## src/rtl/bf16_pkg.sv

```systemverilog
`default_nettype none
// ============================================================================
// Module   : bf16_pkg
// Purpose  : BF16 type, special encodings and the flush-to-zero helper.
// Revision : 1.0
// ============================================================================
package bf16_pkg;

  typedef logic [15:0] bf16_t;

  localparam bf16_t CANONICAL_NAN = 16'h7FC0;
  localparam bf16_t POS_INF       = 16'h7F80;
  localparam bf16_t NEG_INF       = 16'hFF80;
  localparam int    BF16_BIAS     = 127;

  // Denormal inputs collapse to a zero that keeps its sign.
  function automatic bf16_t ftz(input bf16_t x);
    ftz = (x[14:7] == 8'h00) ? {x[15], 15'h0000} : x;
  endfunction

endpackage
`default_nettype wire

```

## src/rtl/bf16_add_rne.sv

```systemverilog
`default_nettype none
// ============================================================================
// Module   : bf16_add_rne
// Purpose  : Combinational BF16 adder with FTZ and RNE/truncate rounding.
// Revision : 1.0
// ============================================================================
module bf16_add_rne
  import bf16_pkg::*;
#(
  parameter int ROUND_RNE = 1
) (
  input  logic [15:0] a,
  input  logic [15:0] b,
  output logic [15:0] sum
);

  bf16_t             w_a, w_b, w_big, w_small;
  logic              w_a_nan, w_b_nan, w_a_inf, w_b_inf, w_a_zero, w_b_zero;
  logic [7:0]        w_diff;
  logic [10:0]       w_sm_ext, w_sticky_mask;
  logic [11:0]       w_big_al, w_sm_al, w_mag;
  logic              w_found, w_rnd;
  logic [3:0]        w_lz;
  logic signed [9:0] w_exp;
  logic [14:0]       w_body;

  always_comb begin
    w_a      = ftz(a);
    w_b      = ftz(b);
    w_a_nan  = (w_a[14:7] == 8'hFF) && (w_a[6:0] != 7'h00);
    w_b_nan  = (w_b[14:7] == 8'hFF) && (w_b[6:0] != 7'h00);
    w_a_inf  = (w_a[14:7] == 8'hFF) && (w_a[6:0] == 7'h00);
    w_b_inf  = (w_b[14:7] == 8'hFF) && (w_b[6:0] == 7'h00);
    w_a_zero = (w_a[14:0] == 15'h0000);
    w_b_zero = (w_b[14:0] == 15'h0000);

    w_big    = (w_b[14:0] > w_a[14:0]) ? w_b : w_a;
    w_small  = (w_b[14:0] > w_a[14:0]) ? w_a : w_b;
    w_diff   = w_big[14:7] - w_small[14:7];

    // Operands carry three extra LSBs: guard, round and sticky.
    w_big_al      = {2'b01, w_big[6:0], 3'b000};
    w_sm_ext      = {1'b1, w_small[6:0], 3'b000};
    w_sticky_mask = ~(11'h7FF << w_diff);
    if (w_diff >= 8'd11) begin
      w_sm_al = 12'd1;
    end else begin
      w_sm_al    = {1'b0, w_sm_ext >> w_diff};
      w_sm_al[0] = w_sm_al[0] | (|(w_sm_ext & w_sticky_mask));
    end

    if (w_big[15] == w_small[15]) w_mag = w_big_al + w_sm_al;
    else                          w_mag = w_big_al - w_sm_al;

    w_exp = signed'({2'b00, w_big[14:7]});
    if (w_mag[11]) begin
      w_mag = {1'b0, w_mag[11:2], w_mag[1] | w_mag[0]};
      w_exp = w_exp + 10'sd1;
    end

    w_lz    = 4'd0;
    w_found = 1'b0;
    for (int i = 10; i >= 0; i--) begin
      if (!w_found && w_mag[i]) begin
        w_found = 1'b1;
        w_lz    = 4'(10 - i);
      end
    end
    w_mag = w_mag << w_lz;
    w_exp = w_exp - signed'({6'd0, w_lz});

    // A mantissa carry ripples into the exponent field: shift right plus exponent increment.
    w_rnd  = (ROUND_RNE != 0) && w_mag[2] && (w_mag[1] || w_mag[0] || w_mag[3]);
    w_body = {w_exp[7:0], w_mag[9:3]} + {14'd0, w_rnd};

    sum = 16'h0000;
    if (w_a_nan || w_b_nan)                               sum = CANONICAL_NAN;
    else if (w_a_inf && w_b_inf && (w_a[15] != w_b[15]))  sum = CANONICAL_NAN;
    else if (w_a_inf)                                     sum = w_a;
    else if (w_b_inf)                                     sum = w_b;
    else if (w_b_zero)                                    sum = w_a;
    else if (w_a_zero)                                    sum = w_b;
    else if (!w_found)                                    sum = 16'h0000;
    else if (w_exp <= 10'sd0)                             sum = 16'h0000;
    else if (w_exp >= 10'sd255)                           sum = {w_big[15], POS_INF[14:0]};
    else                                                  sum = {w_big[15], w_body};
  end

endmodule
`default_nettype wire

```

## src/rtl/bf16_reduce_accum.sv

```systemverilog
`default_nettype none
// ============================================================================
// Module   : bf16_reduce_accum
// Purpose  : Per-lane BF16 reduction of a packet of beats, with beat count.
// Revision : 1.0
// ============================================================================
module bf16_reduce_accum
  import bf16_pkg::*;
#(
  parameter int LANES     = 4,
  parameter int CNT_W     = 8,
  parameter int ROUND_RNE = 1
) (
  input  logic                 clk,
  input  logic                 rst,
  input  logic                 s_valid,
  output logic                 s_ready,
  input  logic [LANES*16-1:0]  s_data,
  input  logic                 s_last,
  output logic                 m_valid,
  input  logic                 m_ready,
  output logic [LANES*16-1:0]  m_data,
  output logic [CNT_W-1:0]     m_beats
);

  typedef enum logic [1:0] {
    IDLE  = 2'd0,
    ACCUM = 2'd1,
    OUT   = 2'd2
  } state_t;

  state_t               state_q, state_d;
  logic [LANES*16-1:0]  acc_q, acc_d;
  logic [CNT_W-1:0]     cnt_q, cnt_d;
  logic [LANES*16-1:0]  w_sum;
  logic                 w_beat;

  for (genvar g = 0; g < LANES; g++) begin : g_lane
    bf16_add_rne #(.ROUND_RNE(ROUND_RNE)) u_add (
      .a   (acc_q[g*16 +: 16]),
      .b   (s_data[g*16 +: 16]),
      .sum (w_sum[g*16 +: 16])
    );
  end

  always_comb begin
    state_d = state_q;
    acc_d   = acc_q;
    cnt_d   = cnt_q;
    s_ready = (state_q != OUT);
    m_valid = (state_q == OUT);
    w_beat  = s_valid && s_ready;

    case (state_q)
      IDLE: begin
        if (w_beat) begin
          for (int i = 0; i < LANES; i++) acc_d[i*16 +: 16] = ftz(s_data[i*16 +: 16]);
          cnt_d   = CNT_W'(1);
          state_d = s_last ? OUT : ACCUM;
        end
      end
      ACCUM: begin
        if (w_beat) begin
          acc_d = w_sum;
          // Long packets pin the count at all-ones instead of wrapping.
          if (cnt_q != {CNT_W{1'b1}}) cnt_d = cnt_q + CNT_W'(1);
          if (s_last) state_d = OUT;
        end
      end
      OUT: begin
        if (m_ready) state_d = IDLE;
      end
      default: state_d = IDLE;
    endcase
  end

  always_ff @(posedge clk) begin
    if (rst) begin
      state_q <= IDLE;
      acc_q   <= '0;
      cnt_q   <= '0;
    end else begin
      state_q <= state_d;
      acc_q   <= acc_d;
      cnt_q   <= cnt_d;
    end
  end

  assign m_data  = acc_q;
  assign m_beats = cnt_q;

endmodule
`default_nettype wire

```

## config.mk

```make
export PLATFORM = sky130hd
export DESIGN_NAME = bf16_reduce_accum
export DESIGN_NICKNAME = d
export VERILOG_FILES = /design/src/rtl/bf16_pkg.sv /design/src/rtl/bf16_add_rne.sv /design/src/rtl/bf16_reduce_accum.sv
export SDC_FILE = /design/constraint.sdc
export NUM_CORES = 1
export LEC_CHECK = 0
export ABC_AREA = 0
export CAP_MARGIN = 30
export CELL_PAD_IN_SITES_DETAIL_PLACEMENT = 1
export CELL_PAD_IN_SITES_GLOBAL_PLACEMENT = 1
export CORE_ASPECT_RATIO = 0.5
export CORE_MARGIN = 1.5
export CORE_UTILIZATION = 25
export DETAILED_ROUTE_END_ITERATION = 12
export GPL_ROUTABILITY_DRIVEN = 0
export GPL_TIMING_DRIVEN = 0
export PLACE_DENSITY = 0.63
export SLEW_MARGIN = 15
export SYNTH_ARGS = -nofsm -noshare
export SYNTH_HDL_FRONTEND = slang
export SYNTH_SLANG_ARGS = --single-unit
```

## constraint.sdc

```tcl
create_clock -name clk -period 11.95 [get_ports clk]
set_input_delay 1.7925 -clock clk [delete_from_list [all_inputs] [get_ports clk]]
set_output_delay 1.7925 -clock clk [all_outputs]
set_load 0.005 [all_outputs]
```

==> flow_summary.json <==
{
  "hold_path_end": "m_beats[6]",
  "status": "finished with violations",
  "worst-path-buf-inv": 9,
  "grt_pass1_wl_mm": 184,
  "ant_nets": 0,
  "post-route-period-util": 1.03,
  "diodes": 0,
  "powerDensity_nw_per_um2": 225,
  "r2r_setup_slack_ps": -40,
  "grt_start_max_net_pins": 20,
  "wl_per_cell_um": 23.1,
  "cts_buffer_depth": 2,
  "preCtsSetupSlack_ps": -3450,
  "synth-main-ff-cell": "dfxtp_1",
  "yosysWarnings": 0,
  "area_growth_syn_to_layout_pct": 32.7,
  "final_common_cell": "nor2_1",
  "gr-total-overflow": 0,
  "final_nets": 4219,
  "numClockSinks": 74,
  "synth_top_cell_area_share": 0.0709,
  "synth_edf_count": 0,
  "finalClockSkew_ps": 9.31,
  "numCtsBuffers": 9,
  "rsz0062_at_grt": "true",
  "critPathLaunchType": "input port",
  "drc_errors": 0,
  "synth_nets": 3857,
  "synth_area_leaders": "ha_1 7.1%, dfxtp_1 6.1%, nor2_1 6.0%",
  "syn-mean-instance-area_um2": 6.63,
  "vdd_drop_max_v": 0.000116,
  "cp_slowest_cell": "or4bb_4",
  "n_fill_cell": 11800,
  "fp-row-count": 80,
  "antenna_found_initial": 0,
  "die_h_um": 223,
  "end_kind": "flip-flop",
  "maxSlewViolCount": 0,
  "synth_top_area_cell": "ha_1",
  "coreArea_um2": 95600,
  "firstDrtPassIters": 6,
  "insertion_delay_ps": 360,
  "synth_area_um2": 24200,
  "min_from": "m_beats[6]",
  "die_x_um": 443,
  "setup_slack_ps": -321,
  "p_leak_nw": 11.9,
  "first_iter_violations": 2553,
  "cts_root_buf": "clkbuf_16",
  "hp-class": "reg -> reg",
  "start_util": 0.253,
  "min_period_ps": 12270,
  "path_common_cell": "buf_6",
  "timing.fmax_mhz": 81.5,
  "tightest_slew_ps": 1070,
  "rr_endpoint": "m_data[13]",
  "min_path_cells": 1,
  "crit_required_ps": 12200,
  "ys_ff_latch": 74,
  "cts_hold_buf": 0,
  "tns_ps": -2450,
  "vias_per_cell": 6.06,
  "setup_viol": 14,
  "first_global_vias": 31200,
  "r2r_start": "m_data[11]",
  "relSlewSlack": 0.282,
  "drive_above_1_share": 0.226,
  "hpwl_mm": 93.2,
  "ios": 143,
  "htreeDepth": 3,
  "wirelength_mm": 122,
  "reg2regPathDepth": 54,
  "netlist_instances": 3643,
  "yosysSeqAreaShare": 0.0613,
  "worst-setup-path-type": "in -> reg",
  "grt_usage": 0.229,
  "num_vias": 32000,
  "final_cell_mix": "364 x nor2_1, 343 x nand2_1, 252 x buf_4",
  "violations": "setup timing",
  "cap_violations": 0,
  "port_buffers": 126,
  "path_max_fanout": 7,
  "async_flop_share": 0,
  "cts_tree": "built",
  "netlist-cell-type-count": 141,
  "finalHoldViolations": 0,
  "crit_family": "compound AO/OA/AOI/OAI gates",
  "die_area_um2": 98700,
  "slowest_delay_ps": 540,
  "worstPathArrival_ps": 12520,
  "clk_pin_slew_worst_paths_ps": 70
}
==> how the worst max path moves through the flow <==
stage          depth (start not counted)  slack, ps          to        from
6_report                              54       -320  m_data[13]  s_data[14]
5_1_grt                               56       -720  m_data[13]  s_data[14]
4_1_cts                               56       -120   m_data[0]   s_data[7]
3_5_place_dp                          56      -3450  m_data[50]  s_data[59]
3_3_place_gp                          56      -3180  m_data[51]  s_data[59]
2_1_floorplan                         57       -150  m_data[13]  s_data[12]
==> metal layers <==
layer | share of wire | track usage | vias to the layer above
met5 | 0 | 0 | -
met4 | 0.036 | 0.0753 | 0
met3 | 0.057 | 0.0185 | 275
met2 | 0.46 | 0.381 | 1182
met1 | 0.44 | 0.313 | 16000
li1 | - | - | 14500
==> flip-flops by register name, summed over array words and instances (netlist names) <==
name	count
m_beats	8
m_data	64
state_q	2
==> per-stage QoR <==
stage	util	hold slack (ps)	power [W]	cell area, um2	std cells
CTS	0.317	548	0.00659	30300	5183
global route	0.336	564	0.00766	32100	5281
detailed placement	0.288	541	0.00566	27500	5046
global placement	0.287	532	0.00553	27500	5040
finish	0.336	556	0.00721	32100	5281
floorplan	-	463	0.00414	24600	3643
==> what timing repair did <==
action / 4_1_cts / 5_1_grt
setup endpoints to repair: 64 / 64
hold endpoints to repair: 0 / 0
resized for setup: 373 / 265
cloned: 1 / 2
buffers inserted: 133 / 111
pin swaps: 141 / 164
==> cell usage after synthesis (all sizes together), types with 67 or more instances <==
cell and instances:
a211oi 67, xnor2 93, inv 176, nor3 136, clkbuf 154, dfxtp 74
nor2 389, a21oi 285, buf 71, nand3 112, o21ai 258, nand2 365
ha 137
==> logic make-up (layout without fill, tap and decap cells) <==
family / Yosys count / after routing / share of synthesized area
buffers and inverters: 402 / 769 / 0.0685
multiplexers: 87 / 87 / 0.0431
adder cells (fa/ha/maj): 151 / 151 / 0.0800
AND/OR/NAND/NOR: 1478 / 1478 / 0.307
AO/OA/AOI/OAI: 1299 / 1299 / 0.384
flip-flops: 74 / 74 / 0.0613
XOR/XNOR: 152 / 152 / 0.0560
==> layout make-up <==
class                           instances  area [um2]  share of cell area
Buffer                                196        1160              0.0362
Clock buffer                            9         225             0.00702
Clock inverter                          7        58.8             0.00183
Inverter                              177         691              0.0215
Multi-Input combinational cell       3167       23600               0.735
Sequential cell                        74        1480              0.0462
Tap cell                             1271        1590              0.0496
Timing Repair Buffer                  380        3300               0.103
==> power by group <==
group / switching, W / internal, W / total, W
registers: 0.0000881 / 0.000285 / 0.000373
logic: 0.00396 / 0.00259 / 0.00655
clock network: 0.000139 / 0.000145 / 0.000284
==> worst register-to-register path, delay by kind of cell (launching register included) <==
family	cells	cell delay (ps)
XOR/XNOR	1	170
adder cells (fa/ha/maj)	4	920
flip-flops	1	330
buffers and inverters	9	1480
AND/OR/NAND/NOR	13	3690
AO/OA/AOI/OAI	27	5300
Power figures use the tool's default switching activity.
